===== src/rtl/verification_stimulus.sv =====
// Stimulus driver for the SECDED encoder/decoder bench: generates LFSR data, drives
// alternating encode/decode requests with 0/1/2 injected bit errors and publishes golden values.
module verification_stimulus #(
   parameter int DATA_WIDTH  = 8,
   parameter int PARITY_BITS = (DATA_WIDTH <= 4)  ? 3 :
                               (DATA_WIDTH <= 11) ? 4 :
                               (DATA_WIDTH <= 26) ? 5 : 6,
   parameter int CW          = DATA_WIDTH + PARITY_BITS + 1,
   parameter int TIMEOUT     = 64
) (
   input  logic                  clk,
   input  logic                  rst,
   input  logic                  start,
   input  logic [15:0]           num_transactions,
   input  logic [31:0]           seed,
   input  logic                  operation_done,
   output logic                  op_valid,
   output logic [1:0]            type_of_work,
   output logic [CW-1:0]         data_in,
   output logic [CW-1:0]         encoded_data_in,
   output logic [DATA_WIDTH-1:0] decoded_data_in,
   output logic [1:0]            stim_num_of_errors,
   output logic                  busy,
   output logic                  done,
   output logic                  timeout_err,
   output logic [15:0]           txn_count
);

   localparam int WW = $clog2(TIMEOUT) + 1;
   localparam logic [31:0] LFSR_MASK = 32'h8020_0003;

   typedef enum logic [2:0] {IDLE, GEN, DRIVE, WAIT, GAP, FINISH} state_t;

   state_t                state_q, state_d;
   logic [31:0]           lfsr_q, lfsr_d;
   logic [15:0]           numTxn_q, numTxn_d;
   logic [15:0]           txnCount_q, txnCount_d;
   logic [1:0]            errSel_q, errSel_d;
   logic [WW-1:0]         waitCnt_q, waitCnt_d;
   logic                  timeoutErr_q, timeoutErr_d;
   logic                  opValid_q, opValid_d;
   logic [1:0]            typeOfWork_q, typeOfWork_d;
   logic [CW-1:0]         dataIn_q, dataIn_d;
   logic [CW-1:0]         encoded_q, encoded_d;
   logic [DATA_WIDTH-1:0] decoded_q, decoded_d;
   logic [1:0]            numErr_q, numErr_d;
   logic                  busy_q, busy_d;
   logic                  done_q, done_d;

   logic [CW-1:0]         cwNew;
   logic [CW-1:0]         errMask;
   logic [7:0]            pos1, pos2;

   // Hamming positions 1..CW-1 with parity at powers of two, bit 0 is overall parity
   function automatic logic [CW-1:0] hamming(input logic [DATA_WIDTH-1:0] d);
      logic [CW-1:0] c;
      logic          par;
      int            k;
      c = '0;
      k = 0;
      for (int pos = 1; pos < CW; pos++) begin
         if ((pos & (pos - 1)) != 0) begin
            c[pos] = d[k];
            k++;
         end
      end
      for (int p = 0; p < PARITY_BITS; p++) begin
         par = 1'b0;
         for (int pos = 1; pos < CW; pos++) begin
            if (((pos >> p) & 1) != 0) par = par ^ c[pos];
         end
         c[1 << p] = par;
      end
      c[0] = ^c[CW-1:1];
      return c;
   endfunction

   always_comb begin
      cwNew = hamming(lfsr_q[DATA_WIDTH-1:0]);
      pos1  = 8'(32'(lfsr_q[15:8]) % CW);
      pos2  = 8'((32'(pos1) + 32'd1 + (32'(lfsr_q[23:16]) % (CW - 1))) % CW);
      errMask = '0;
      if (errSel_q != 2'd0) errMask = errMask | (CW'(1) << pos1);
      if (errSel_q == 2'd2) errMask = errMask | (CW'(1) << pos2);
   end

   always_comb begin
      state_d      = state_q;
      lfsr_d       = lfsr_q;
      numTxn_d     = numTxn_q;
      txnCount_d   = txnCount_q;
      errSel_d     = errSel_q;
      waitCnt_d    = waitCnt_q;
      timeoutErr_d = timeoutErr_q;
      typeOfWork_d = typeOfWork_q;
      dataIn_d     = dataIn_q;
      encoded_d    = encoded_q;
      decoded_d    = decoded_q;
      numErr_d     = numErr_q;

      case (state_q)
         IDLE: begin
            if (start) begin
               state_d      = GEN;
               lfsr_d       = (seed == 32'd0) ? 32'd1 : seed;
               numTxn_d     = (num_transactions == 16'd0) ? 16'd1 : num_transactions;
               txnCount_d   = '0;
               errSel_d     = '0;
               timeoutErr_d = 1'b0;
            end
         end
         GEN: begin
            lfsr_d    = {1'b0, lfsr_q[31:1]} ^ (lfsr_q[0] ? LFSR_MASK : 32'd0);
            decoded_d = lfsr_q[DATA_WIDTH-1:0];
            encoded_d = cwNew;
            // Even transaction index encodes; the error count cycles over decodes only
            if (!txnCount_q[0]) begin
               typeOfWork_d = 2'd1;
               numErr_d     = 2'd0;
               dataIn_d     = {{(CW-DATA_WIDTH){1'b0}}, lfsr_q[DATA_WIDTH-1:0]};
            end else begin
               typeOfWork_d = 2'd2;
               numErr_d     = errSel_q;
               dataIn_d     = cwNew ^ errMask;
               errSel_d     = (errSel_q == 2'd2) ? 2'd0 : errSel_q + 2'd1;
            end
            state_d = DRIVE;
         end
         DRIVE: begin
            waitCnt_d = '0;
            state_d   = WAIT;
         end
         WAIT: begin
            if (operation_done) begin
               txnCount_d = txnCount_q + 16'd1;
               state_d    = GAP;
            end else if (waitCnt_q == WW'(TIMEOUT - 1)) begin
               timeoutErr_d = 1'b1;
               state_d      = FINISH;
            end else begin
               waitCnt_d = waitCnt_q + WW'(1);
            end
         end
         GAP:     state_d = (txnCount_q < numTxn_q) ? GEN : FINISH;
         FINISH:  state_d = IDLE;
         default: state_d = IDLE;
      endcase

      if (state_d == GAP || state_d == FINISH) typeOfWork_d = 2'd0;
      opValid_d = (state_d == DRIVE);
      busy_d    = (state_d != IDLE);
      done_d    = (state_q == FINISH);
   end

   always_ff @(posedge clk or negedge rst) begin
      if (!rst) begin
         state_q      <= IDLE;
         lfsr_q       <= 32'd1;
         numTxn_q     <= '0;
         txnCount_q   <= '0;
         errSel_q     <= '0;
         waitCnt_q    <= '0;
         timeoutErr_q <= 1'b0;
         opValid_q    <= 1'b0;
         typeOfWork_q <= '0;
         dataIn_q     <= '0;
         encoded_q    <= '0;
         decoded_q    <= '0;
         numErr_q     <= '0;
         busy_q       <= 1'b0;
         done_q       <= 1'b0;
      end else begin
         state_q      <= state_d;
         lfsr_q       <= lfsr_d;
         numTxn_q     <= numTxn_d;
         txnCount_q   <= txnCount_d;
         errSel_q     <= errSel_d;
         waitCnt_q    <= waitCnt_d;
         timeoutErr_q <= timeoutErr_d;
         opValid_q    <= opValid_d;
         typeOfWork_q <= typeOfWork_d;
         dataIn_q     <= dataIn_d;
         encoded_q    <= encoded_d;
         decoded_q    <= decoded_d;
         numErr_q     <= numErr_d;
         busy_q       <= busy_d;
         done_q       <= done_d;
      end
   end

   assign op_valid           = opValid_q;
   assign type_of_work       = typeOfWork_q;
   assign data_in            = dataIn_q;
   assign encoded_data_in    = encoded_q;
   assign decoded_data_in    = decoded_q;
   assign stim_num_of_errors = numErr_q;
   assign busy               = busy_q;
   assign done               = done_q;
   assign timeout_err        = timeoutErr_q;
   assign txn_count          = txnCount_q;

endmodule


===== config.mk =====
export PLATFORM = sky130hd
export DESIGN_NAME = verification_stimulus
export DESIGN_NICKNAME = d
export VERILOG_FILES = /design/src/rtl/verification_stimulus.sv
export SDC_FILE = /design/constraint.sdc
export NUM_CORES = 1
export LEC_CHECK = 0
export ABC_AREA = 1
export ABC_CLOCK_PERIOD_IN_PS = 8400
export CORE_MARGIN = 4
export CORE_UTILIZATION = 35
export CTS_CLUSTER_SIZE = 24
export DETAILED_ROUTE_END_ITERATION = 12
export SLEW_MARGIN = 5
export SYNTH_ARGS = -nofsm -noshare
export SYNTH_HDL_FRONTEND = slang
export SYNTH_SLANG_ARGS = --single-unit

===== constraint.sdc =====
create_clock -name clk -period 8.4 [get_ports clk]
set_input_delay 1.68 -clock clk [delete_from_list [all_inputs] [get_ports clk]]
set_output_delay 1.68 -clock clk [all_outputs]
set_load 0.02 [all_outputs]

Yosys cells after proc, flatten, opt, wreduce, memory -nomap -nowiden
Index checks and enable logic that the tools add are counted.

word-level totals
  bits in registers = 118
  bits in latches = 0
  memory bits (writable) = 0
  bits in read-only memories = 0
  input port bits = 52
  output and inout port bits = 58
  logic and storage cells = 107
  memories kept = 0

cells by class
  add/sub/neg operators = 5
  multipliers = 0
  div/mod/pow operators = 3
  $lt $le $gt $ge = 1
  equal/unequal tests = 16
  shift operators = 2
  muxes and demuxes = 31
  bitwise gates (word level) = 17
  reduce and logical (&&, ||, !) cells = 17

operator list
  kind                   number
  $mux 32                3
  $mod 8x4->32 const B   2
  $pmux 32 s2            1
  $mux 16                3
  $mux 13                3
  $add 9x32->32          1
  $logic_not 32->1       1
  $mod 32x4->32 const B  1
  $pmux 16 s2            1
  $xor 31x32->32         1
  $shl 1x8->13 const A   2
  $add 16x1->16 const B  1
  $logic_not 16->1       1
  $lt 16x16->1           1
  $pmux 3 s5             1
  $mux 2                 7
  $mux 7                 2
  $pmux 7 s2             1
  $xor 1x1->1            14
  $or 13x13->13          1
  $xor 13x13->13         1
  $eq 3x3->1 const B     4
  $mux 3                 4
  $ne 2x2->1 const B     6
  18 further kinds       29

Longest topological paths before layout
Gate-level depths: netlist of the first run.

  word-level depth = 9
  gate-level depth with buffers = 86
  depth with buffers taken out = 86

Least setup slack after synthesis of the first run
Ideal clock, no wire load.

  kind = flip-flop to flip-flop
  from = register lfsr_q[12]
  to = register dataIn_q[4], in the netlist data_in[4]
  setup time = 0.120 ns
  arrival = 7.543 ns
  data required time = 8.280 ns
  setup slack = 0.736 ns
  cell stages (with the launch flop) = 79
  buffers on the path = 0
  clock period less this slack = 7.664 ns
  cell sequence = dfrtp_1 > inv_2 > nand2_4 > nand2_1 > inv_1 > ha_1 > nand3_1 > nand2_2 > nor2_4 > nand2_4 > nand3_2 > nand3_2 > nor2_4 > nand2_4 > nand2_1 > nand2_2 > nor2_4 > nand2_4 > [43 not listed] > nand2_1 > nand2_1 > inv_1 > ha_1 > inv_1 > nor2_1 > inv_1 > nand3_4 > nand2_4 > nand2_1 > nand2_2 > inv_2 > nor2_4 > nand2_1 > nand3_1 > nand2_1 > o21ai_1 > nand2_1

between the ends
  cells in the longest elaborated chain, start to end = 9
  elaborated cells between the ends (all ways) = 11
  those cells by class = 2 x add/sub; 2 x div; 2 x shift; 3 x mux; 2 x bitwise

ends and longest elaborated chain
  item                    line  source
  start, declared         35    logic [31:0] lfsr_q, lfsr_d;
  start signal, assigned  174   lfsr_q <= lfsr_d;
  $mod 8x4->32 (*)        80    pos1 = 8'(32'(lfsr_q[15:8]) % CW);
  $add 8x1->9             81    pos2 = 8'((32'(pos1) + 32'd1 + (32'(lfsr_q[23:16]) % (CW - 1))) % CW);
  $add 9x32->32           81
  $mod 32x4->32           81
  $shl 1x8->13            84    if (errSel_q == 2'd2) errMask = errMask | (CW'(1) << pos2);
  $or 13x13->13           84
  $mux 13 (*)             84
  $xor 13x13->13 (*)      124   dataIn_d = cwNew ^ errMask;
  $mux 13 (*)             117   if (!txnCount_q[0]) begin
  end signal, assigned    182   dataIn_q <= dataIn_d;
  end, declared           43    logic [CW-1:0] dataIn_q, dataIn_d;

Every way passes the cells marked *; elsewhere a longest branch is shown, timed or not.
A chain may end at the register's enable or synchronous reset.

Worst setup path after layout of the first run
  from = register lfsr_q[12]
  to = register dataIn_q[0], in the netlist data_in[0]

Same word-level chain as after synthesis.

==> summary.md, run 1 <==
| Metric | Value |
|---|---|
| Net Count, Synth | 1281 |
| Ys flop type | dfrtp_1 |
| Non-filler cells, final | 1683 |
| Final period utilization | 0.969 |
| Warnings, synthesis | 0 |
| WS Path Type | reg -> reg |
| Total wire length | roughly 25 mm |
| Critical path peak fanout | 8 |
| Ports | 110 |
| Clock Root Buffer | clkbuf_16 |
| Routed WL per cell | roughly 15 um |
| Max-slew headroom | 0.319 |
| Worst Setup Slack, final | between 200 and 300 ps |
| Clock latency on the worst-skew pair | about 360 ps |
| Clk slew on worst S/H paths | 70 ps |
| Tmin final | slightly above 8000 ps |
| Area Overhead vs Synth | 33.9% |
| WP data arrival | ~8400 ps |
| Initial Util | 0.359 |
| Status | completed |
| FF+latch count, synth | 110 |
| Share of layout cells above drive strength 1 | 0.243 |
| CP Launch Type | flop |
| Residual DRC count | 0 |
| Required time worst endpoint | slightly below 9000 ps |
| CTS Buffer Depth | 2 |
| Most frequent cells in the layout | nand2_1 (287), inv_1 (151), dfrtp_1 (109) |
| Area of the multi-input gates | 0.00553 mm2 |
| Avg Cell Area, Syn | 7.09 um2 |
| Number of port buffers | 109 |
| Pin count of the biggest net entering global routing | 78 |
| Type of the most critical hold path | reg -> reg |
| Final HPWL DP | between 15 and 20 mm |
| RSZ-0062 raised after global routing | yes |
| Syn Inst Count | 1200 |
| Syn Std Cell Area | 0.00851 mm2 |
| DIE AREA | approximately 0.027 mm2 |
| CTS tree | yes |
| GRT Resource Usage Total | 0.171 |
| Nets | 1441 |
| Routed Antenna Nets | 0 |
| Synth cell types | 50 |
| CP max stage cell | dfrtp_1 |
| Commonest non-fill, non-tap cell in the layout | nand2_1 |
| CTS sink cnt | 110 |
| FFs w/ async S/R, synth | 1.00 |
| Clock Skew | 15.4 ps |
| Core Area | 0.0237 mm2 |
| Iter 0 DRT Violations | 370 |
| ANT cells | 0 |
| Final setup viols | 0 |
| DP Cell Count | 1604 |
| Placer Congestion | 0.841 |
| Rows | 56 |
| Vias per cell | a little under 5 |
| Hold slack | 486 ps |
| Slew @ Worst Pin | about 1000 ps |
| Sequential Area | between 0.002 and 0.003 mm2 |
| Crit end category | flop |
| Worst slack, placed | -163 ps |
| Via Count | around 8400 |
| First-pass GRT wire length | 37.6 mm |
| Critical Path Max Stage Delay | about 400 ps |
| CTS H-tree depth | 3 |
| Max Slew Vio Count | 0 |
| Grt total ovfl | 0 |
| Initial antenna violation count | 4 |
| Drt pass-1 iters | 5 |
| Post-synth EDFFs | 0 |
| Final core utilization | 0.481 |
| Number of fillers in the final layout | 2397 |
| Max_cap viols | 0 |
| Fmax | 123 MHz |
| Vias in the first global route | 7778 |
| Sequential-to-total area share from yosys stat | 0.324 |
| Crit path top cell by count | nand2_4 |
| Die Ht | 164 um |
| Total CTS buffers | 9 |
| Die width | around 160 um |
| Final hold vios | 0 |
## stage by stage
step | setup TNS, ps | area [um2]
3_5_place_dp | -953 | 9900
5_1_grt | -2950 | 11400
2_1_floorplan | 0 | 8510
6_report | 0 | 11400
3_3_place_gp | 0 | 9900
4_1_cts | 0 | 10300
## Yosys cell counts (all sizes together) (3+ instances only)
master,n,area [um2]
nand2,391,1690
inv,186,701
nand3,116,723
dfrtp,109,2730
nor2,76,382
o21ai,63,327
a21oi,38,209
nand4,36,238
ha,28,350
o221ai,27,236
clkbuf,24,100
nor3,20,100
xor2,20,175
xnor2,15,131
buf,10,75.1
nor4,9,56.3
o211ai,7,57.6
a21boi,4,30.0
nand3b,3,22.5
## flip-flops by register name, indices dropped and copies added, names as in the netlist, 2 cells and up
register and count:
errSel_q 2, encoded_data_in 13, txn_count 16, lfsr_q 32, waitCnt_q 7, type_of_work 2, data_in 13, state_q 3
stim_num_of_errors 2, numTxn_q 16
## timing repair
item,4_1_cts,5_1_grt
setup endpoints to repair,13,13
hold buffers,0,0
gates cloned,0,0
setup buffers,13,53
gates resized for setup,7,169
pin swaps,5,102
## cell families after synthesis
group	share of synthesized area
compound gates	0.111
buf+inv	0.104
flops	0.324
fa+ha+maj	0.0435
simple gates	0.379
xor+xnor	0.0360
mux	0.00235
## worst max-delay path, delay by kind of cell (launching register included)
kind	cells	cell delay [ps]
buffers and inverters	16	1320
AND/OR/NAND/NOR	52	4710
AO/OA/AOI/OAI	4	580
flip-flops	1	400
adder cells (fa/ha/maj)	4	810
XOR/XNOR	1	180
## area by class of cell
| class | instances | share of cell area |
|---|---|---|
| clock buffers | 9 | 0.0198 |
| clock inverters | 6 | 0.00714 |
| inverters | 188 | 0.0644 |
| multi-input cells | 868 | 0.486 |
| flip-flops and latches | 110 | 0.242 |
| well taps | 319 | 0.0350 |
| repair buffers | 183 | 0.146 |
## layer usage
metal / GRT usage / routed length, um / share of wire / vias to the layer above
met5: 0 / 43 / 0.0017 / -
met4: 0.0332 / 364 / 0.015 / 6
met3: 0.0369 / 1040 / 0.042 / 32
met2: 0.290 / 12300 / 0.50 / 143
met1: 0.228 / 10900 / 0.44 / 3954
li1: - / - / - / 4229
## path summary, 6_finish.rpt
check / start / to / slack [ps] / cells after the start
setup / recovery: lfsr_q[12]$_DFFE_PN0P_ / data_in[0]$_DFFE_PN0P_ / 260 / 77
hold / removal: data_in[4]$_DFFE_PN0P_ / data_in[4]$_DFFE_PN0P_ / 490 / 2
setup reg to reg: lfsr_q[12]$_DFFE_PN0P_ / data_in[0]$_DFFE_PN0P_ / 260 / 77
hold reg to reg: data_in[4]$_DFFE_PN0P_ / data_in[4]$_DFFE_PN0P_ / 490 / 2
max in group asynchronous: rst / lfsr_q[10]$_DFFE_PN0P_ / 5750 / 2
min in group asynchronous: rst / busy$_DFF_PN0_ / 1250 / 1
Power of run 1 is not shown: default switching activity piles up to over one toggle a cycle in this logic, so the estimate is an artifact.
==> run 2: changes to the inputs <==
--- a/config.mk
+++ b/config.mk
@@ -11,6 +11,7 @@
 export CORE_UTILIZATION = 35
 export CTS_CLUSTER_SIZE = 24
 export DETAILED_ROUTE_END_ITERATION = 12
+export GPL_ROUTABILITY_DRIVEN = 0
 export SLEW_MARGIN = 5
 export SYNTH_ARGS = -nofsm -noshare
 export SYNTH_HDL_FRONTEND = slang
==> run 2 against run 1 <==
Effect of this change:
- cell count fell by 0.53%
- sequential share of layout area is 0.26 points higher
- design area decreased by 1.0%
- first-iteration DRC count grew 25%
- critical endpoint is now data_in[4]$_DFFE_PN0P_
- worst hold slack got worse by 1.3 ps
- routed wire length up 0.59%
- critical path type unchanged
- critical path depth up 1
- utilization is 0.50 points lower
==> summary.md, run 2 (same netlist as run 1, synthesis figures left out) <==
| Metric | Value |
|---|---|
| Clock Root Buffer | clkbuf_16 |
| Fmax | 122 MHz (-0.77%) |
| Total CTS buffers | 9 (unchanged) |
| Max Slew Vio Count | 0 (unchanged) |
| Share of layout cells above drive strength 1 | 0.238 (-0.00429) |
| Number of port buffers | 109 (unchanged) |
| CTS H-tree depth | 3 (unchanged) |
| CTS hold repair buffers | 0 (unchanged) |
| CP max stage cell | dfrtp_1 |
| Worst Setup Slack, final | 200 ps (-62.8 ps) |
| CTS tree | yes |
| Max_cap viols | 0 (unchanged) |
| Die width | 164 um (unchanged) |
| Worst slack, placed | -192 ps (-28.1 ps) |
| Nets | 1431 (-0.69%) |
| Initial Util | 0.359 (unchanged) |
| Drt pass-1 iters | 5 (unchanged) |
| RSZ-0062 raised after global routing | yes |
| Clk slew on worst S/H paths | 90 ps (+20 ps) |
| Rows | 56 (unchanged) |
| Die Ht | 164 um (unchanged) |
| Critical Path Max Stage Delay | 400 ps (about the same) |
| Via Count | 8389 (+0.30%) |
| Initial antenna violation count | 4 (unchanged) |
| Required time worst endpoint | 8650 ps (about the same) |
| Tmin final | 8200 ps (+62.8 ps) |
| Final setup viols | 0 (unchanged) |
| Total wire length | 24.8 mm (+0.59%) |
| WP data arrival | 8450 ps (+70 ps) |
| Max-slew headroom | 0.468 (+0.149) |
| Type of the most critical hold path | reg -> reg |
| Top reg by flops | lfsr_q |
| Clock latency on the worst-skew pair | 350 ps (about the same) |
| Vias in the first global route | 7840 (+0.80%) |
| CTS Buffer Depth | 2 (unchanged) |
| Clock Skew | 14.4 ps (-1.01 ps) |
| CP Launch Type | flop |
| Hold Path Origin | data_in[5]$_DFFE_PN0P_ |
| Reg2reg start | lfsr_q[13]$_DFFE_PN0P_ |
| Ports | 110 (unchanged) |
| Pin count of the biggest net entering global routing | 62 (-21%) |
| Final hold vios | 0 (unchanged) |
| Slew @ Worst Pin | 798 ps (-223 ps) |
| Crit path top cell by count | nand2_4 |
| Final HPWL DP | 17.5 mm (-0.83%) |
| Crit end category | flop |
| CTS sink cnt | 110 (unchanged) |
| Routed WL per cell | 14.8 um (+1.1%) |
| Area Overhead vs Synth | 32.5% |
| Final period utilization | 0.976 (+0.00748) |
| Non-filler cells, final | 1674 (-0.53%) |
| DP Cell Count | 1604 (unchanged) |
| Residual DRC count | 0 (unchanged) |
| Max reg flops | 32 (unchanged) |
| Grt total ovfl | 0 (unchanged) |
| WS Path Type | reg -> reg |
| Core Area | 0.0237 mm2 (unchanged) |
| Most frequent cells in the layout | nand2_1 (287), inv_1 (155), dfrtp_1 (109) |
| ANT cells | 0 (unchanged) |
| Commonest non-fill, non-tap cell in the layout | nand2_1 |
| First-pass GRT wire length | 38.0 mm (+0.85%) |
| Vias per cell | 5.01 (+0.84%) |
| GRT Resource Usage Total | 0.173 (+0.00182) |
| Worst Setup SP | lfsr_q[13]$_DFFE_PN0P_ |
| Routed Antenna Nets | 0 (unchanged) |
| Status | completed |
| DIE AREA | 0.0269 mm2 (unchanged) |
| Iter 0 DRT Violations | 462 (+25%) |
| Critical path peak fanout | 8 (unchanged) |
==> run 2: cell types whose count changed in the layout (fill, tap and decap cells not counted), sizes merged <==
cell      previous run  this run
bufinv               1         0
inv                187       189
clkbuf              10        11
clkinvlp             2         0
buf                 74        65
==> run 2: routing by layer <==
layer  vias up  wire length (um)  track usage
li1       4206                 -            -
met1      3949             11100        0.231
met2       191             12000        0.287
met3        35              1170       0.0356
met4         8               484       0.0477
met5         -                46            0
==> run 2: final cells by class <==
class | instances | area (um2)
fillers | 2373 | 12400
clock inverters | 5 | 38.8
flip-flops and latches | 110 | 2750
repair buffers | 173 | 1580
inverters | 188 | 728
well taps | 319 | 399
multi-input cells | 868 | 5530
clock buffers | 11 | 243
==> run 2: what timing repair did <==
action | CTS | global route
pin swaps | 9 | 99
buffers inserted | 19 | 35
cloned | 0 | 0
setup endpoints to repair | 13 | 13
resized for setup | 10 | 161
==> run 2: final timing paths <==
| path | endpoint | depth (start not counted) | slack [ps] |
|---|---|---|---|
| min in group asynchronous | state_q[2]$_DFF_PN0_ | 1 | 1350 |
| max reg2reg | data_in[4]$_DFFE_PN0P_ | 78 | 200 |
| max | data_in[4]$_DFFE_PN0P_ | 78 | 200 |
| min | data_in[5]$_DFFE_PN0P_ | 2 | 480 |
| min reg2reg | data_in[5]$_DFFE_PN0P_ | 2 | 480 |
| max in group asynchronous | lfsr_q[14]$_DFFE_PN0P_ | 2 | 5790 |
==> run 2: critical path: cells and delay by family, from the launching register on <==
family	cells	cell delay (ps)
adder cells (fa/ha/maj)	4	890
AND/OR/NAND/NOR	57	5200
AO/OA/AOI/OAI	2	310
flip-flops	1	400
buffers and inverters	13	880
XOR/XNOR	2	360
==> run 2: metrics by stage <==
stage	hold slack (ps)	area, um2	utilization	setup TNS [ps]
after floorplan	433	8510	-	0
after global placement	458	9900	0.418	0
after detailed placement	451	9900	0.418	-1490
after CTS	485	10400	0.438	0
after global routing	513	11300	0.476	-4730
final	484	11300	0.476	0
Power of run 2 is left out for the same reason.
==> run 3: changes to the inputs <==
--- a/config.mk
+++ b/config.mk
@@ -7,11 +7,14 @@
 export LEC_CHECK = 0
 export ABC_AREA = 1
 export ABC_CLOCK_PERIOD_IN_PS = 8400
+export CAP_MARGIN = 20
 export CORE_MARGIN = 4
-export CORE_UTILIZATION = 35
+export CORE_UTILIZATION = 49
+export CTS_BUF_LIST = sky130_fd_sc_hd__clkbuf_16
 export CTS_CLUSTER_SIZE = 24
 export DETAILED_ROUTE_END_ITERATION = 12
 export GPL_ROUTABILITY_DRIVEN = 0
+export PLACE_DENSITY = 0.72
 export SLEW_MARGIN = 5
 export SYNTH_ARGS = -nofsm -noshare
 export SYNTH_HDL_FRONTEND = slang
==> run 3 against run 2 <==
Effect of this change:
- register-to-register slack lost 170 ps
- worst hold slack lost 6.0 ps
- sequential share of layout area grew 0.15 points
- fmax shrank 2.1%
- global-route usage grew 4.7 points
- worst setup slack lost 170 ps
- non-clock buffer count shrank 8
- design area shrank 0.62%
- clock-buffer cell count shrank 2
- via count grew 1.0%
==> summary.md, run 3 (same netlist as run 1, synthesis figures left out) <==
| Metric | Value |
|---|---|
| Rows | 47 (-16%) |
| Clock latency on the worst-skew pair | 360 ps (about the same) |
| WS Path Type | reg -> reg |
| CTS Buffer Depth | 2 (unchanged) |
| Max Slew Vio Count | 0 (unchanged) |
| Clock Skew | 13.1 ps (-1.29 ps) |
| Total CTS buffers | 9 (unchanged) |
| Vias per cell | 5.41 (+7.9%) |
| Most frequent cells in the layout | nand2_1 (278), inv_1 (157), dfrtp_1 (109) |
| Final period utilization | 0.997 (+0.0207) |
| Final HPWL DP | 16.5 mm (-5.9%) |
| Crit end category | flop |
| Final hold vios | 0 (unchanged) |
| DIE AREA | 0.0195 mm2 (-27%) |
| Required time worst endpoint | 8700 ps (+50 ps) |
| CTS tree | yes |
| Die width | 140 um (-15%) |
| CTS sink cnt | 110 (unchanged) |
| Final setup viols | 0 (unchanged) |
| Routed WL per cell | 15.5 um (+4.6%) |
| ANT cells | 0 (unchanged) |
| Fmax | 119 MHz (-2.1%) |
| CP max stage cell | dfrtp_1 |
| Drt pass-1 iters | 6 (+1) |
| Routed Antenna Nets | 0 (unchanged) |
| Area Overhead vs Synth | 31.7% |
| Clk slew on worst S/H paths | 70 ps (-20 ps) |
| Max-slew headroom | 0.362 (-0.106) |
| Status | completed |
| Via Count | 8476 (+1.0%) |
| Core Area | 0.0168 mm2 (-29%) |
| Max reg flops | 32 (unchanged) |
| Critical path peak fanout | 8 (unchanged) |
| Commonest non-fill, non-tap cell in the layout | nand2_1 |
| GRT Resource Usage Total | 0.220 (+0.0469) |
| Total wire length | 24.2 mm (-2.1%) |
| Residual DRC count | 0 (unchanged) |
| Number of port buffers | 109 (unchanged) |
| Initial antenna violation count | 0 (-4) |
| Clock Root Buffer | clkbuf_16 |
| Critical Path Max Stage Delay | 400 ps (about the same) |
| CP Launch Type | flop |
| Type of the most critical hold path | reg -> reg |
| Max_cap viols | 0 (unchanged) |
| Initial Util | 0.506 (+0.147) |
| Slew @ Worst Pin | 958 ps (+159 ps) |
| Hold slack | 478 ps (-5.99 ps) |
| WP data arrival | 8670 ps (+220 ps) |
| Tmin final | 8370 ps (+174 ps) |
| Grt total ovfl | 0 (unchanged) |
| CTS H-tree depth | 3 (unchanged) |
| Top reg by flops | lfsr_q |
| Die Ht | 140 um (-15%) |
| RSZ-0062 raised after global routing | yes |
| Pin count of the biggest net entering global routing | 72 (+16%) |
| First-pass GRT wire length | 36.1 mm (-4.8%) |
| Vias in the first global route | 7632 (-2.7%) |
| Crit path top cell by count | nand2_2 |
| Share of layout cells above drive strength 1 | 0.244 (+0.00513) |
| Nets | 1423 (-0.56%) |
| CTS hold repair buffers | 0 (unchanged) |
| Ports | 110 (unchanged) |
| Iter 0 DRT Violations | 591 (+28%) |
run 3: changes by cell type in the layout (fill, tap and decap cells not counted), sizes merged:
cell      before  now
buf           65   57
clkbuf        11    9
clkinv         4    2
clkinvlp       0    2
inv          189  191
run 3: what timing repair did:
item / 4_1_cts / 5_1_grt
gates cloned: 0 / 0
setup endpoints to repair: 13 / 13
pin swaps: 3 / 97
buffers inserted: 7 / 41
resized for setup: 9 / 183
run 3: worst max-delay path: cells and delay by family (launching register included):
family	cells	cell delay (ps)
AO/OA/AOI/OAI	3	360
XOR/XNOR	1	210
adder cells (fa/ha/maj)	5	1040
buffers and inverters	11	850
flip-flops	1	400
AND/OR/NAND/NOR	56	5440
run 3: final cells by class:
| cell class | instances | area, um2 |
|---|---|---|
| flip-flops and latches | 110 | 2750 |
| repair buffers | 165 | 1520 |
| fillers | 1442 | 5620 |
| inverters | 188 | 723 |
| clock buffers | 9 | 225 |
| well taps | 220 | 275 |
| clock inverters | 7 | 43.8 |
| multi-input cells | 868 | 5660 |
run 3: per-layer routing:
layer  global-route usage  vias up  part of all wire
met2                0.369      260              0.50
met3               0.0436       44             0.054
met5                    0        -                 0
met1                0.294     3988              0.42
li1                     -     4184                 -
met4               0.0541        0             0.023
run 3: worst paths after layout:
kind                                                from                        to  slack, ps  cells after the start
worst min register to register  waitCnt_q[5]$_DFFE_PN0P_  waitCnt_q[5]$_DFFE_PN0P_        480                      1
worst min-delay path            waitCnt_q[5]$_DFFE_PN0P_  waitCnt_q[5]$_DFFE_PN0P_        480                      1
worst max-delay path              lfsr_q[13]$_DFFE_PN0P_    data_in[4]$_DFFE_PN0P_         30                     76
worst max register to register    lfsr_q[13]$_DFFE_PN0P_    data_in[4]$_DFFE_PN0P_         30                     76
min in group asynchronous                            rst    data_in[0]$_DFFE_PN0P_       1300                      1
max in group asynchronous                            rst     lfsr_q[8]$_DFFE_PN0P_       5810                      2
run 3: per-stage QoR:
stage                     instance area (um2)  worst slack, ps   util  cells  setup TNS (ps)
after CTS                               10100             31.8  0.602   1526               0
final                                   11200             26.0  0.666   1567               0
after detailed placement                 9760             -152  0.580   1503            -961
after global routing                    11200             -480  0.666   1567           -4960
after global placement                   9760              101  0.580   1503               0
after floorplan                          8510              736      -   1200               0
Power of run 3 is left out for the same reason.
